===== src/rtl/pc_fetch_stage.sv =====
// pc_fetch_stage: instruction fetch stage. Holds the PC, issues sequential
// fetch requests to instruction memory, and buffers returned words in a small
// in-order queue for decode. Redirects restart fetch and flush the queue.
//
// Optional feature macro: FETCH_MISALIGN_TRAP_EN
//   defined   : a misaligned redirect sets sticky misalign_err and halts fetch
//   undefined : redirect_pc[1:0] is forced to 2'b00 and the FSM never halts
//
// Handshakes (both strict valid/ready):
//   fetch  : transfer when imem_req && imem_ack; imem_req never depends on
//            imem_ack, and once raised it holds with a stable imem_addr until
//            acked (only redirect or rst withdraw it).
//   decode : transfer when inst_valid && inst_ready; inst_valid never depends
//            on inst_ready, and inst/inst_pc hold until consumed.
module pc_fetch_stage #(
  parameter logic [31:0] RESET_PC = 32'h0000_0000,
  parameter int          DEPTH    = 2
) (
  input  logic        clk,
  input  logic        rst,
  input  logic        redirect,
  input  logic [31:0] redirect_pc,
  output logic [31:0] pc_plus4,
  output logic        imem_req,
  output logic [31:0] imem_addr,
  input  logic        imem_ack,
  input  logic [31:0] imem_rdata,
  output logic        inst_valid,
  output logic [31:0] inst,
  output logic [31:0] inst_pc,
  input  logic        inst_ready,
  output logic        misalign_err
);

  localparam int PW = $clog2(DEPTH);
  localparam int CW = $clog2(DEPTH + 1);
  localparam logic [CW-1:0] DEPTH_C = CW'(DEPTH);

  typedef enum logic {RUN = 1'b0, HALT = 1'b1} state_t;

  state_t        state_q, state_d;
  logic [31:0]   pc_q;
  logic [31:0]   data_mem [DEPTH];
  logic [31:0]   addr_mem [DEPTH];
  logic [PW-1:0] head_q, tail_q;
  logic [CW-1:0] count_q;
  logic          redirect_take;
  logic          enq, deq;
  logic [31:0]   redirect_target;
`ifdef FETCH_MISALIGN_TRAP_EN
  logic          misalign;
  logic          err_q;
`endif

  // Request and queue-handshake decode; redirect is ignored while halted.
  always_comb begin
    redirect_take = redirect && (state_q == RUN);
    imem_req      = !rst && !redirect && (state_q == RUN) && (count_q < DEPTH_C);
    enq           = imem_req && imem_ack;
    inst_valid    = (count_q != '0);
    deq           = inst_valid && inst_ready;
    inst          = data_mem[head_q];
    inst_pc       = addr_mem[head_q];
    imem_addr     = pc_q;
    pc_plus4      = pc_q + 32'd4;
`ifdef FETCH_MISALIGN_TRAP_EN
    misalign        = (redirect_pc[1:0] != 2'b00);
    redirect_target = redirect_pc;
    misalign_err    = err_q;
`else
    redirect_target = redirect_pc & 32'hFFFF_FFFC;
    misalign_err    = 1'b0;
`endif
  end

  // FSM next state: only a misaligned redirect (trap build) leaves RUN.
  always_comb begin
    state_d = state_q;
`ifdef FETCH_MISALIGN_TRAP_EN
    if (redirect_take && misalign) begin
      state_d = HALT;
    end
`endif
  end

  // FSM state register.
  always_ff @(posedge clk) begin
    if (rst) begin
      state_q <= RUN;
    end else begin
      state_q <= state_d;
    end
  end

`ifdef FETCH_MISALIGN_TRAP_EN
  // Sticky misalignment flag, cleared only by reset.
  always_ff @(posedge clk) begin
    if (rst) begin
      err_q <= 1'b0;
    end else if (redirect_take && misalign) begin
      err_q <= 1'b1;
    end
  end
`endif

  // Program counter: redirect wins, otherwise advance on each accepted fetch.
  always_ff @(posedge clk) begin
    if (rst) begin
      pc_q <= RESET_PC;
    end else if (redirect_take) begin
`ifdef FETCH_MISALIGN_TRAP_EN
      if (!misalign) begin
        pc_q <= redirect_target;
      end
`else
      pc_q <= redirect_target;
`endif
    end else if (enq) begin
      pc_q <= pc_q + 32'd4;
    end
  end

  // Instruction queue: circular buffer, flushed by redirect.
  always_ff @(posedge clk) begin
    if (rst) begin
      head_q  <= '0;
      tail_q  <= '0;
      count_q <= '0;
      for (int i = 0; i < DEPTH; i++) begin
        data_mem[i] <= '0;
        addr_mem[i] <= '0;
      end
    end else if (redirect_take) begin
      head_q  <= '0;
      tail_q  <= '0;
      count_q <= '0;
    end else begin
      if (enq) begin
        data_mem[tail_q] <= imem_rdata;
        addr_mem[tail_q] <= pc_q;
        tail_q           <= tail_q + PW'(1);
      end
      if (deq) begin
        head_q <= head_q + PW'(1);
      end
      if (enq && !deq) begin
        count_q <= count_q + CW'(1);
      end else if (deq && !enq) begin
        count_q <= count_q - CW'(1);
      end
    end
  end

endmodule


===== config.mk =====
export PLATFORM = sky130hd
export DESIGN_NAME = pc_fetch_stage
export DESIGN_NICKNAME = d
export VERILOG_FILES = /design/src/rtl/pc_fetch_stage.sv
export SDC_FILE = /design/constraint.sdc
export NUM_CORES = 1
export LEC_CHECK = 0
export ABC_AREA = 1
export BUFFER_PORTS_ARGS = -buffer_cell sky130_fd_sc_hd__buf_2
export CORE_MARGIN = 4
export CORE_UTILIZATION = 35
export CTS_CLUSTER_DIAMETER = 30
export DETAILED_ROUTE_END_ITERATION = 7
export PLACE_DENSITY_LB_ADDON = 0.15
export SLEW_MARGIN = 10
export SYNTH_ARGS = -nofsm -noshare
export SYNTH_HDL_FRONTEND = slang
export SYNTH_SLANG_ARGS = --single-unit

===== constraint.sdc =====
create_clock -name clk -period 2.97 [get_ports clk]
set_input_delay 0.1485 -clock clk [delete_from_list [all_inputs] [get_ports clk]]
set_output_delay 0.1485 -clock clk [all_outputs]
set_load 0.02 [all_outputs]

# Yosys cells after proc, flatten, opt, wreduce, memory -nomap -nowiden
# Memories as Yosys holds them, arrays and structs flattened. A register that Yosys moved wholly into a read port is not among the register bits.
# Cells that the tools add are included.
[op_classes]
reduce_logical = 16
add_sub_neg = 5
mul = 0
div = 0
shifts = 0
n_mux = 20
n_bitwise = 0
order_cmp = 1
n_eq_ne = 0
[op_table]
columns = ["op", "count"]
rows = [
  ["32-bit two-way mux", 4],
  ["32-bit OR reduction", 2],
  ["32-bit by 3-bit adder with 32-bit output (second input constant)", 1],
  ["1-bit two-way mux", 14],
  ["1-bit logical AND", 6],
  ["2-bit nonzero test", 3],
  ["1-bit zero test", 4],
  ["2-bit two-way mux", 2],
  ["1-bit adder (second input constant)", 2],
  ["2-bit by 1-bit adder with 2-bit output (second input constant)", 1],
  ["2-bit less-than comparator (second input constant)", 1],
  ["2-bit OR reduction", 1],
  ["2-bit by 1-bit subtractor with 2-bit output (second input constant)", 1],
]
[totals]
ram_bits = 128
output_inout_bits = 131
latch_bits = 0
mem_count = 2
input_bits = 69
register_bits = 36
rom_bits = 0
word_cells = 49
[memory_table]
columns = ["memory", "words", "word_bits", "read_ports", "rd_clocked_by_memory_dff", "write_ports", "line", "text"]
rows = [
  ["addr_mem", 2, 32, 1, 1, 2, "44", "logic [31:0] addr_mem [DEPTH];"],
  ["data_mem", 2, 32, 1, 1, 2, "43", "logic [31:0] data_mem [DEPTH];"],
]

# Logic depth before layout (Yosys ltp)
[depth]
word_depth = 10
ltp_mapped = 11
ltp_nobuf = 10

# Worst setup path after synthesis
# No wires, ideal clock.
[synth_path]
kind = "input to register"
start = "input redirect"
end = "memory addr_mem[1][10], enable pin"
setup_slack_ns = 0.107
n_path_buf = 1
arrival_ns = 2.442
stages = 8
required_ns = 2.549
setup_time_ns = 0.421
cell_sequence = "nor2_1 inv_2 nor2_2 nand2_2 nor2_1 inv_2 clkbuf_1 nand2_1"
[synth_lines]
columns = ["item", "line", "text"]
rows = [
  ["start: declaration", "21", "input logic redirect,"],
  ["end: declaration", "44", ""],
]

# Worst setup path after layout
[layout_path]
start = "register pc_q[3] (netlist: imem_addr[3])"
end = "output pc_plus4[16]"
[layout_via]
elab_chain_cells = 1
[layout_rtl]
columns = ["item", "line", "text"]
rows = [
  ["start: declaration", "42", "logic [31:0] pc_q;"],
  ["start signal: assignment", "116", "pc_q <= redirect_target;"],
  ["start signal: assignment", "119", "pc_q <= pc_q + 32'd4;"],
  ["32-bit by 3-bit adder with 32-bit output", "65", "pc_plus4 = pc_q + 32'd4;"],
  ["end: declaration", "23", "output logic [31:0] pc_plus4,"],
]
# No other way between the ends.

==> results.toml <==
[outcome]
status = "finished clean"

[timing]
max_slew_margin_pct = 43.7
grt_setup_unrepaired = "no"
tightest_slew_ns = 0.844
finalHoldViolations = 0
maxSlewViolCount = 0
tns_ns = 0
whs_ns = 0.0163
fin_ws_ns = 0.731
finalSetupViolCount = 0
finalCriticalPeriod_ns = 2.24
fmax_mhz = 447
fin_crit_sh_pct = 75.4
clock_skew_ns = 0.00985

[finish]
area_delta_synth_final_pct = 24.6
final_common_cell = "buf_2"
num_antenna_cells = 0
fin_util_pct = 44.9
fin_nets = 1047
regArea_mm2 = 0.00443
fill_cells = 2085
multi_input_area_mm2 = 0.00272
mostFrequentLayoutCells = "buf_2, nor2_1, nand2_1"
drive_above_1_share_pct = 33.2

[worst_setup_path]
r2r_slack_ns = 1.09
crit_type = "reg -> out"
cp.required_ns = 2.82
r2r-end = "count_q[1]"
startpoint = "imem_addr[3]"
reg2reg_from = "count_q[1]"
crit_end = "pc_plus4[16]"
rr_worst_depth = 9
worstPathArrival_ns = 2.09
worstSetupStartpointType = "flop"
cp_max_fo = 5
endpoint_kind = "primary output"

[power]
leakage_nw = 4.24
p_per_area_mw_per_mm2 = 555
ir_worst_vdd_v = 0.000352

[clock_network]
ctsHoldBuffers = 6
clockBufferDepth = 2
clock-sinks = 159
h-tree-depth = 4
post_cts_buffers = 0
clk_pin_slew_ns = 0.07
cts_tree = "yes"
post_cts_resized = 0
cts-root-buf = "clkbuf_16"
cts_buffers = 17
clock_latency_ns = 0.42

[die]
num_rows = 53
dieArea_mm2 = 0.0244
die_y_um = 156
ioPinCount = 200
die_w_um = 156
start_util_pct = 36.0
core_mm2 = 0.0213

[drt]
vias = 5813
drt_iter0_drc = 271
drc_errors = 0
wire_per_inst_um = 16.6
dr.pass1.iters = 5
ant_nets = 0
wl_um = 20900
vias_per_cell = 4.60

[logic_synthesis]
avgSynthCellArea_um2 = 9.81
synthXorXnorAreaFrac_pct = 2.72
synth_top_cell_by_area = "edfxtp_1"
synth_compound_gate_area_share_pct = 3.96
synth_top_family_by_area = "simple AND/OR/NAND/NOR gates"
synth.area.top_cells = "edfxtp_1, dfxtp_1, mux2_2"
synthSimpleGateAreaFrac_pct = 18.8
synth.distinct_cells = 27
synthCells = 782
muxShareOfSynthArea_pct = 9.10
ys_ff_latch = 159
netlist.area_leader.share_pct = 48.5
synth_warnings = 0
synth_fa_ha_area_share_pct = 0.326
yosysSeqAreaShare_pct = 57.7
syn_area_mm2 = 0.00767

[grt]
grt_pass1_vias = 5847
grt_overflow_total = 0
grt_antenna_before_repair = 0
grt_max_degree = 64
grt_first_pass_wirelength_um = 32000
grt_use_total_pct = 17.1

[placement]
hpwl_um = 13900
port_buffers = 190
dpl_worst_slack_ns = 0.951
place_congestion = 0.803

[run]
cap_viol_max_count = 0

[hold_path]
min_from = "redirect_pc[9]"
hold_class = "in -> reg"
-- critical path: stages (launching register included) --
cell     delay [ns]
dfxtp_1        0.43
ha_1           0.25
nand2_1        0.08
nor2_2         0.18
nand2_1        0.14
nor2_4         0.20
xor2_2         0.20
buf_2          0.20
-- per-layer routing --
metal / up-vias / track usage [%] / part of all wire, %
met4: 0 / 4.46 / 0.78
met1: 2748 / 21.9 / 44
met3: 11 / 4.41 / 6.9
li1: 2891 / - / -
met5: - / 0 / 0
met2: 163 / 28.8 / 49
-- worst min-delay path by stage --
stage / end / slack [ns] / cells past startpoint
6_report: imem_addr[9] / 0.02 / 3
5_1_grt: imem_addr[9] / 0.002 / 3
4_1_cts: imem_addr[9] / 0.0008 / 3
3_5_place_dp: imem_addr[2] / 0.43 / 3
3_3_place_gp: imem_addr[10] / 0.43 / 3
2_1_floorplan: imem_addr[3] / 0.31 / 2
-- kinds of logic (layout without fill, tap and decap cells) --
| kind of cell | count (synthesis) | after routing |
|---|---|---|
| AO/OA/AOI/OAI | 58 | 58 |
| XOR/XNOR | 17 | 17 |
| adder cells (fa/ha/maj) | 2 | 2 |
| buffers and inverters | 139 | 340 |
| flip-flops | 159 | 159 |
| multiplexers | 62 | 62 |
| other | 1 | 7 |
| AND/OR/NAND/NOR | 344 | 344 |
-- through the flow --
step	cells	power [W]	instance area, µm²
after floorplan	788	0.00300	7690
after global placement	1226	0.00325	8940
after detailed placement	1226	0.00325	8940
after CTS	1264	0.00537	9560
after global routing	1264	0.00552	9560
final	1264	0.00530	9560
-- area by class of cell --
class	instances	area share [%]
clock inverters	12	0.968
multi-input cells	490	28.5
well taps	275	3.60
repair buffers	206	11.8
clock buffers	20	4.89
inverters	102	4.00
flip-flops and latches	159	46.3
-- registers in the layout (all words and copies together) (netlist names), named ones only --
register   count
data_mem      64
count_q        2
head_q         1
tail_q         1
addr_mem      60
imem_addr     30
-- cell usage after synthesis --
cell type	n
a21oi_1	25
a31oi_1	7
and2_1	4
buf_1	5
buf_2	12
buf_4	7
clkbuf_1	13
conb_1	1
dfxtp_1	35
edfxtp_1	124
ha_1	2
inv_1	98
inv_2	4
mux2_2	62
nand2_1	147
nand2_2	6
nand2_4	2
nand3_1	15
nand4_1	1
nor2_1	157
nor2_2	3
nor2_4	7
nor2_8	2
o211ai_1	2
o21ai_0	24
xor2_1	9
xor2_2	8
-- power by group --
group          total [W]  internal [W]  switching, W
Combinational   0.000632      0.000216      0.000416
Sequential       0.00257       0.00250     0.0000635
Clock            0.00210       0.00116      0.000944
No activity file was read; power rests on OpenSTA's default activity.
